**src/rtl/wb_stage_pipelined_if.sv**
```systemverilog
// Bundle between the MEM stage / hazard control and the write-back stage.
// Latency: none, pure signal grouping.
// Backpressure: carries stall/flush toward WB; the master drives them, the slave reacts.
interface wb_stage_pipelined_if #(
  parameter int DATA_W     = 16,
  parameter int BYTE_SEL_W = 1,
  parameter int REG_ADDR_W = 3,
  parameter int CNT_W      = 16
);
  // Control from hazard logic
  logic                  stall;
  logic                  flush;
  // MEM-stage instruction fields
  logic                  in_valid;
  logic                  in_reg_write;
  logic [REG_ADDR_W-1:0] in_rd;
  logic [1:0]            in_wb_sel;
  logic                  in_mem_byte;
  logic                  in_mem_signed;
  logic [BYTE_SEL_W-1:0] in_byte_sel;
  logic [DATA_W-1:0]     in_alu_result;
  logic [DATA_W-1:0]     in_read_data_mem;
  logic [DATA_W-1:0]     in_link_pc;
  logic [DATA_W-1:0]     in_imm;
  // Register-file write port, forwarding path, retire counter
  logic                  rf_we;
  logic [REG_ADDR_W-1:0] rf_waddr;
  logic [DATA_W-1:0]     rf_wdata;
  logic                  fwd_valid;
  logic [REG_ADDR_W-1:0] fwd_rd;
  logic [DATA_W-1:0]     fwd_data;
  logic [CNT_W-1:0]      retire_count;

  modport master (
    output stall, flush, in_valid, in_reg_write, in_rd, in_wb_sel,
           in_mem_byte, in_mem_signed, in_byte_sel, in_alu_result,
           in_read_data_mem, in_link_pc, in_imm,
    input  rf_we, rf_waddr, rf_wdata, fwd_valid, fwd_rd, fwd_data, retire_count
  );

  modport slave (
    input  stall, flush, in_valid, in_reg_write, in_rd, in_wb_sel,
           in_mem_byte, in_mem_signed, in_byte_sel, in_alu_result,
           in_read_data_mem, in_link_pc, in_imm,
    output rf_we, rf_waddr, rf_wdata, fwd_valid, fwd_rd, fwd_data, retire_count
  );
endinterface

```
**src/rtl/wb_stage_pipelined.sv**
```systemverilog
// Write-back stage: MEM/WB latch, 4-way result mux with byte-load extraction, RF write, WB->EX forward, retire count.
// Latency: fields captured at edge N drive result/forward after N; the register write commits at edge N+1.
// Backpressure: stall holds the latch and gates rf_we/retirement (forward stays live); flush drops the latch, even under stall.
module wb_stage_pipelined #(
  parameter int DATA_W     = 16,  // must equal 8 * 2**BYTE_SEL_W
  parameter int BYTE_SEL_W = 1,
  parameter int REG_ADDR_W = 3,
  parameter int ZERO_REG   = 1,
  parameter int CNT_W      = 16
) (
  input logic                 clk,
  input logic                 rst,
  wb_stage_pipelined_if.slave bus
);
  localparam int NUM_LANES = 1 << BYTE_SEL_W;

  localparam logic [1:0] SEL_ALU  = 2'b00;
  localparam logic [1:0] SEL_MEM  = 2'b01;
  localparam logic [1:0] SEL_LINK = 2'b10;

  typedef struct packed {
    logic                  valid;
    logic                  reg_write;
    logic [REG_ADDR_W-1:0] rd;
    logic [1:0]            wb_sel;
    logic                  mem_byte;
    logic                  mem_signed;
    logic [BYTE_SEL_W-1:0] byte_sel;
    logic [DATA_W-1:0]     alu;
    logic [DATA_W-1:0]     mem;
    logic [DATA_W-1:0]     link;
    logic [DATA_W-1:0]     imm;
  } wb_latch_t;

  wb_latch_t         w_next;
  wb_latch_t         r_latch;
  logic [7:0]        w_byte;
  logic [DATA_W-1:0] w_load;
  logic [DATA_W-1:0] w_result;
  logic              w_rd_is_zero_reg;
  logic              w_wr_ok;
  logic              w_retire;
  logic [CNT_W-1:0]  r_retire_count;

  // Pack the incoming MEM-stage fields into one latch word
  always_comb begin
    w_next            = '0;
    w_next.valid      = bus.in_valid;
    w_next.reg_write  = bus.in_reg_write;
    w_next.rd         = bus.in_rd;
    w_next.wb_sel     = bus.in_wb_sel;
    w_next.mem_byte   = bus.in_mem_byte;
    w_next.mem_signed = bus.in_mem_signed;
    w_next.byte_sel   = bus.in_byte_sel;
    w_next.alu        = bus.in_alu_result;
    w_next.mem        = bus.in_read_data_mem;
    w_next.link       = bus.in_link_pc;
    w_next.imm        = bus.in_imm;
  end

  // MEM/WB latch: flush beats stall, stall holds, otherwise capture
  always_ff @(posedge clk or posedge rst) begin
    if (rst) begin
      r_latch <= '0;
    end else if (bus.flush) begin
      // only valid matters for a bubble; the payload is left as is
      r_latch.valid <= 1'b0;
    end else if (!bus.stall) begin
      r_latch <= w_next;
    end
  end

  // Select the addressed byte lane of the memory word
  always_comb begin
    w_byte = r_latch.mem[7:0];
    for (int i = 0; i < NUM_LANES; i++) begin
      if (r_latch.byte_sel == i[BYTE_SEL_W-1:0]) begin
        w_byte = r_latch.mem[i*8 +: 8];
      end
    end
  end

  // Memory result: full word or sign/zero-extended byte
  always_comb begin
    if (r_latch.mem_byte) begin
      w_load = {{(DATA_W-8){w_byte[7] & r_latch.mem_signed}}, w_byte};
    end else begin
      w_load = r_latch.mem;
    end
  end

  // Result source mux, driven from latched fields only
  always_comb begin
    case (r_latch.wb_sel)
      SEL_ALU:  w_result = r_latch.alu;
      SEL_MEM:  w_result = w_load;
      SEL_LINK: w_result = r_latch.link;
      default:  w_result = r_latch.imm;
    endcase
  end

  assign w_rd_is_zero_reg = (ZERO_REG != 0) && (r_latch.rd == '0);
  assign w_wr_ok          = r_latch.valid & r_latch.reg_write & ~w_rd_is_zero_reg;
  // A stalled instruction is written once, in the cycle the stall drops
  assign w_retire         = r_latch.valid & ~bus.stall;

  // Retired-instruction counter, wraps naturally at 2**CNT_W
  always_ff @(posedge clk or posedge rst) begin
    if (rst) begin
      r_retire_count <= '0;
    end else if (w_retire) begin
      r_retire_count <= r_retire_count + {{(CNT_W-1){1'b0}}, 1'b1};
    end
  end

  assign bus.rf_we        = w_wr_ok & ~bus.stall;
  assign bus.rf_waddr     = r_latch.rd;
  assign bus.rf_wdata     = w_result;
  // Forwarding is not stall-gated so EX can keep consuming the held value
  assign bus.fwd_valid    = w_wr_ok;
  assign bus.fwd_rd       = r_latch.rd;
  assign bus.fwd_data     = w_result;
  assign bus.retire_count = r_retire_count;

endmodule

```
**src/flat_wrapper.sv**
```systemverilog
// flat-port wrapper written by rule: the top's interface ports become plain ports
module wb_stage_pipelined_flat 
#(
  parameter int DATA_W     = 16,                                 
  parameter int BYTE_SEL_W = 1,
  parameter int REG_ADDR_W = 3,
  parameter int ZERO_REG   = 1,
  parameter int CNT_W      = 16
)
  (clk, rst, bus_stall, bus_flush, bus_in_valid, bus_in_reg_write, bus_in_rd, bus_in_wb_sel, bus_in_mem_byte, bus_in_mem_signed, bus_in_byte_sel, bus_in_alu_result, bus_in_read_data_mem, bus_in_link_pc, bus_in_imm, bus_rf_we, bus_rf_waddr, bus_rf_wdata, bus_fwd_valid, bus_fwd_rd, bus_fwd_data, bus_retire_count);
  wb_stage_pipelined_if #(.DATA_W(DATA_W), .BYTE_SEL_W(BYTE_SEL_W), .REG_ADDR_W(REG_ADDR_W), .CNT_W(CNT_W)) bus_i ();
  input logic clk;
  input logic rst;
  input wire logic [$bits(bus_i.stall)-1:0] bus_stall;
  input wire logic [$bits(bus_i.flush)-1:0] bus_flush;
  input wire logic [$bits(bus_i.in_valid)-1:0] bus_in_valid;
  input wire logic [$bits(bus_i.in_reg_write)-1:0] bus_in_reg_write;
  input wire logic [$bits(bus_i.in_rd)-1:0] bus_in_rd;
  input wire logic [$bits(bus_i.in_wb_sel)-1:0] bus_in_wb_sel;
  input wire logic [$bits(bus_i.in_mem_byte)-1:0] bus_in_mem_byte;
  input wire logic [$bits(bus_i.in_mem_signed)-1:0] bus_in_mem_signed;
  input wire logic [$bits(bus_i.in_byte_sel)-1:0] bus_in_byte_sel;
  input wire logic [$bits(bus_i.in_alu_result)-1:0] bus_in_alu_result;
  input wire logic [$bits(bus_i.in_read_data_mem)-1:0] bus_in_read_data_mem;
  input wire logic [$bits(bus_i.in_link_pc)-1:0] bus_in_link_pc;
  input wire logic [$bits(bus_i.in_imm)-1:0] bus_in_imm;
  output wire logic [$bits(bus_i.rf_we)-1:0] bus_rf_we;
  output wire logic [$bits(bus_i.rf_waddr)-1:0] bus_rf_waddr;
  output wire logic [$bits(bus_i.rf_wdata)-1:0] bus_rf_wdata;
  output wire logic [$bits(bus_i.fwd_valid)-1:0] bus_fwd_valid;
  output wire logic [$bits(bus_i.fwd_rd)-1:0] bus_fwd_rd;
  output wire logic [$bits(bus_i.fwd_data)-1:0] bus_fwd_data;
  output wire logic [$bits(bus_i.retire_count)-1:0] bus_retire_count;
  assign bus_i.stall = bus_stall;
  assign bus_i.flush = bus_flush;
  assign bus_i.in_valid = bus_in_valid;
  assign bus_i.in_reg_write = bus_in_reg_write;
  assign bus_i.in_rd = bus_in_rd;
  assign bus_i.in_wb_sel = bus_in_wb_sel;
  assign bus_i.in_mem_byte = bus_in_mem_byte;
  assign bus_i.in_mem_signed = bus_in_mem_signed;
  assign bus_i.in_byte_sel = bus_in_byte_sel;
  assign bus_i.in_alu_result = bus_in_alu_result;
  assign bus_i.in_read_data_mem = bus_in_read_data_mem;
  assign bus_i.in_link_pc = bus_in_link_pc;
  assign bus_i.in_imm = bus_in_imm;
  assign bus_rf_we = bus_i.rf_we;
  assign bus_rf_waddr = bus_i.rf_waddr;
  assign bus_rf_wdata = bus_i.rf_wdata;
  assign bus_fwd_valid = bus_i.fwd_valid;
  assign bus_fwd_rd = bus_i.fwd_rd;
  assign bus_fwd_data = bus_i.fwd_data;
  assign bus_retire_count = bus_i.retire_count;
  wb_stage_pipelined #(.DATA_W(DATA_W), .BYTE_SEL_W(BYTE_SEL_W), .REG_ADDR_W(REG_ADDR_W), .ZERO_REG(ZERO_REG), .CNT_W(CNT_W)) u_core (.clk(clk), .rst(rst), .bus(bus_i));
endmodule
```
**config.mk**
```make
export PLATFORM = sky130hd
export DESIGN_NAME = wb_stage_pipelined_flat
export DESIGN_NICKNAME = d
export VERILOG_FILES = /design/src/rtl/wb_stage_pipelined_if.sv /design/src/rtl/wb_stage_pipelined.sv /design/src/flat_wrapper.sv
export SDC_FILE = /design/constraint.sdc
export NUM_CORES = 1
export LEC_CHECK = 0
export CORE_MARGIN = 2
export CORE_UTILIZATION = 46
export DETAILED_ROUTE_END_ITERATION = 12
export PLACE_DENSITY = 0.79
export SLEW_MARGIN = 20
export SYNTH_ARGS = -nofsm -noshare
export SYNTH_HDL_FRONTEND = slang
export SYNTH_SLANG_ARGS = --single-unit
```
**constraint.sdc**
```tcl
create_clock -name clk -period 3.7 [get_ports clk]
set_input_delay 0.74 -clock clk [delete_from_list [all_inputs] [get_ports clk]]
set_output_delay 0.74 -clock clk [all_outputs]
set_load 0.01 [all_outputs]
```
==> impl_metrics.env <==
export IMPL_wl_met3_um=741
export IMPL_synthTopCellsByArea="dfrtp_1 54%, mux2_2 20%, buf_4 5.2%, mux2i_1 3.8%, xnor2_1 2.3%"
export IMPL_hp_start="u_core.bus.retire_count[15]$_DFFE_PP0P_"
export IMPL_cp_cell_sequence="nand2b_1, a21o_1, o221ai_1, clkdlybuf4s50_1"
export IMPL_holdBufCountCts=0
export IMPL_ys_seq_elements=90
export IMPL_finalHoldViolations=0
export IMPL_cts_root_buf="clkbuf_8"
export IMPL_worstSetupStartpointType="flop"
export IMPL_synth_largest_area_cell="dfrtp_1"
export IMPL_relSlewSlack_pct=47.10
export IMPL_dr_wl_met2_mm=4.393
export IMPL_core_area_um2=8763
export IMPL_rsz0062_at_grt="false"
export IMPL_power_leakage_nw=2.336
export IMPL_nNetsFinal=501
export IMPL_htree_num_levels=3
export IMPL_design_die_area_um2=9855
export IMPL_syn_to_final_growth_pct=35.03
export IMPL_powerDensity_nw_per_um2=484.0
export IMPL_worstHoldEndpoint="u_core.bus.retire_count[15]$_DFFE_PP0P_"
export IMPL_diodes=0
export IMPL_swShare_pct=28.30
export IMPL_place_detailed_hpwl_mm=6.732
export IMPL_remaining_drc_errors=0
export IMPL_grt_pass1_wl_mm=15.01
export IMPL_status="finished clean"
export IMPL_yosysSeqAreaShare_pct=53.94
export IMPL_worst_r2r_setup_slack_ns=2.24
export IMPL_fillCellCount=690
export IMPL_p_int_mw=1.956
export IMPL_std_cell_rows=34
export IMPL_regToRegEndpoint="u_core.bus.retire_count[8]$_DFFE_PP0P_"
export IMPL_power_switching_uw=772.3
export IMPL_drt_iter0_markers=102
export IMPL_m1WireLength_mm=4.045
export IMPL_drive_gt1_share_pct=23.89
export IMPL_synth_ff_type="dfrtp_1"
export IMPL_gp_congestion=0.7731
export IMPL_max_stage_delay_ns=0.68
export IMPL_cts_sinks=90
export IMPL_final_common_cell="clkdlybuf4s50_1"
export IMPL_seq_area_um2=2252
export IMPL_netlist_instances=313
export IMPL_viasPerCell=5.361
export IMPL_clk_path_buf_depth=2
export IMPL_ctsResizeCount=0
export IMPL_wl_per_cell_um=17.34
export IMPL_num_vias=2868
export IMPL_yosysTopAreaCellShare_pct=53.94
export IMPL_cts_tree="built"
export IMPL_syn_area_per_cell_um2=13.34
export IMPL_first_pass_iters=5
export IMPL_pwr_share_clk_pct=25.6
export IMPL_syn_area_um2=4175
export IMPL_end_kind="output port"
export IMPL_seqPwrFrac_pct=45.3
export IMPL_syn_num_nets=392
export IMPL_critPathRequiredTime_ns=2.96
export IMPL_worstHoldPathType="reg -> reg"
export IMPL_cpMaxStageDelayCell="dfrtp_1"
export IMPL_rr_worst_depth=4
export IMPL_clkTransAtPathRegs_ns=0.09
export IMPL_synth_cell_types=31
export IMPL_combPwrFrac_pct=29.1
export IMPL_routed_wl_mm=9.278
export IMPL_gr_usage_all_layers_pct=19.28
export IMPL_numPortBuffers=133
export IMPL_setup_violations=0
export IMPL_stdcell_count=535
export IMPL_grt_pass1_vias=2965
export IMPL_finalWorstPathRequiredPeriod_ns=3.425
export IMPL_timing_setup_tns_ns=0
export IMPL_grt_max_degree=70
export IMPL_critPathLaunch="u_core.r_latch[67]$_DFFE_PP0P_"
export IMPL_r2r_start="u_core.r_latch[73]$_DFFE_PP0P_"
export IMPL_die_w_um=99.27
export IMPL_placed_cells=519
export IMPL_tightest_slew_ns=0.7926
export IMPL_grt_overflow_total=0
export IMPL_critical_path_class="reg -> out"
export IMPL_fin_crit_sh_pct=92.57
export IMPL_arrival_ns=2.69
export IMPL_layout_common_cells="133 x clkdlybuf4s50_1, 90 x dfrtp_1, 75 x mux2_2, 16 x mux2i_1"
export IMPL_ir_worst_vdd_mv=0.3306
export IMPL_io_pins=134
export IMPL_synth_async_reset_ratio_pct=100.0
export IMPL_grt_antenna_before_repair=0
export IMPL_insertion_delay_ns=0.35
export IMPL_hold_depth=1
export IMPL_start_util_pct=47.64
export IMPL_die_h_um=99.27
export IMPL_ys_warnings_count=0
export IMPL_critPathMaxFanout=19
export IMPL_max_freq_mhz=292.0
export IMPL_top_layer="met4"
export IMPL_synth_edff_count=0
export IMPL_postCtsSetupRepairBufs=0
export IMPL_cap_viol_max_count=0
export IMPL_detail_route_antenna_nets=0
export IMPL_multi_input_area_um2=1650
export IMPL_numCtsBuffers=9
export IMPL_slew_violations=0
export IMPL_finClkSkew_ns=0.005352
## area by class of cell
cell class / count / share of cell area (%)
Clock inverter: 5 / 1.087
Inverter: 2 / 0.1553
Timing Repair Buffer: 136 / 24.46
Sequential cell: 90 / 39.95
Multi-Input combinational cell: 183 / 29.27
Tap cell: 108 / 2.397
Clock buffer: 11 / 2.685
## sequential cells by signal (all words and copies together), names as in the netlist
register                 flops
u_core.bus.retire_count     16
u_core.r_latch              71
u_core.bus.fwd_rd            3
## cell families (layout without fill, tap and decap cells)
kind of cell / Yosys count / after routing / share of synthesized area (%)
xor+xnor: 15 / 15 / 3.327
flops: 90 / 90 / 53.94
simple gates: 48 / 48 / 6.353
fa+ha+maj: 1 / 1 / 0.2996
mux: 91 / 91 / 24.06
compound gates: 28 / 28 / 5.364
buf+inv: 40 / 154 / 6.653
## synth_stat cells (2+ instances only)
cell,n
clkbuf_1,4
buf_6,2
nand2_1,6
buf_4,29
xnor2_1,11
o221ai_1,7
mux2i_1,16
inv_1,2
xor2_1,3
dfrtp_1,90
nor2_1,11
a222oi_1,9
nand3_1,10
nor2b_1,3
buf_2,3
and2_1,2
and3_1,3
mux2_2,75
and4_4,2
nand4_1,6
o21ai_0,9
## critical path, delay by kind of cell, from the launching register on
family | cells | cell delay, ns
AO/OA/AOI/OAI | 2 | 0.68
flip-flops | 1 | 0.68
AND/OR/NAND/NOR | 1 | 0.37
buffers and inverters | 1 | 0.60
## power groups by stage
stage / registers [mW] / logic [mW] / clock network (mW)
after floorplan: 1.22 / 0.479 / 0
after global placement: 1.25 / 0.793 / 0
after detailed placement: 1.26 / 0.803 / 0
after CTS: 1.24 / 0.808 / 0.714
after global routing: 1.26 / 0.857 / 0.764
final: 1.24 / 0.794 / 0.698
## how the worst max path moves through the flow
stage	end	slack, ns	cells after the start
after floorplan	u_core.bus.fwd_rd[0]$_DFFE_PP0P_	0.62	1
after detailed placement	bus_rf_wdata[14]	0.62	4
after global routing	bus_rf_wdata[14]	0.06	4
after CTS	bus_rf_wdata[14]	0.21	4
after global placement	bus_rf_wdata[10]	0.68	4
final	bus_rf_wdata[14]	0.27	4
## per-stage QoR
step / hold WS, ns / utilization (%) / power [mW] / worst slack [ns] / cell area [um^2]
floorplan: 0.4795 / - / 1.700 / 0.6247 / 4175
global placement: 0.4613 / 61.91 / 2.042 / 0.6786 / 5425
detailed placement: 0.4728 / 61.91 / 2.059 / 0.6181 / 5425
CTS: 0.4861 / 64.33 / 2.759 / 0.2051 / 5638
global route: 0.5068 / 64.33 / 2.879 / 0.06360 / 5638
finish: 0.4749 / 64.33 / 2.729 / 0.2749 / 5638
## layer usage
layer / vias up / GRT usage [%]
met1: 1415 / 26.18
li1: 1335 / -
met4: 0 / 4.742
met5: - / 0
met2: 107 / 30.93
met3: 11 / 5.411
(Power assumes the default switching activity.)
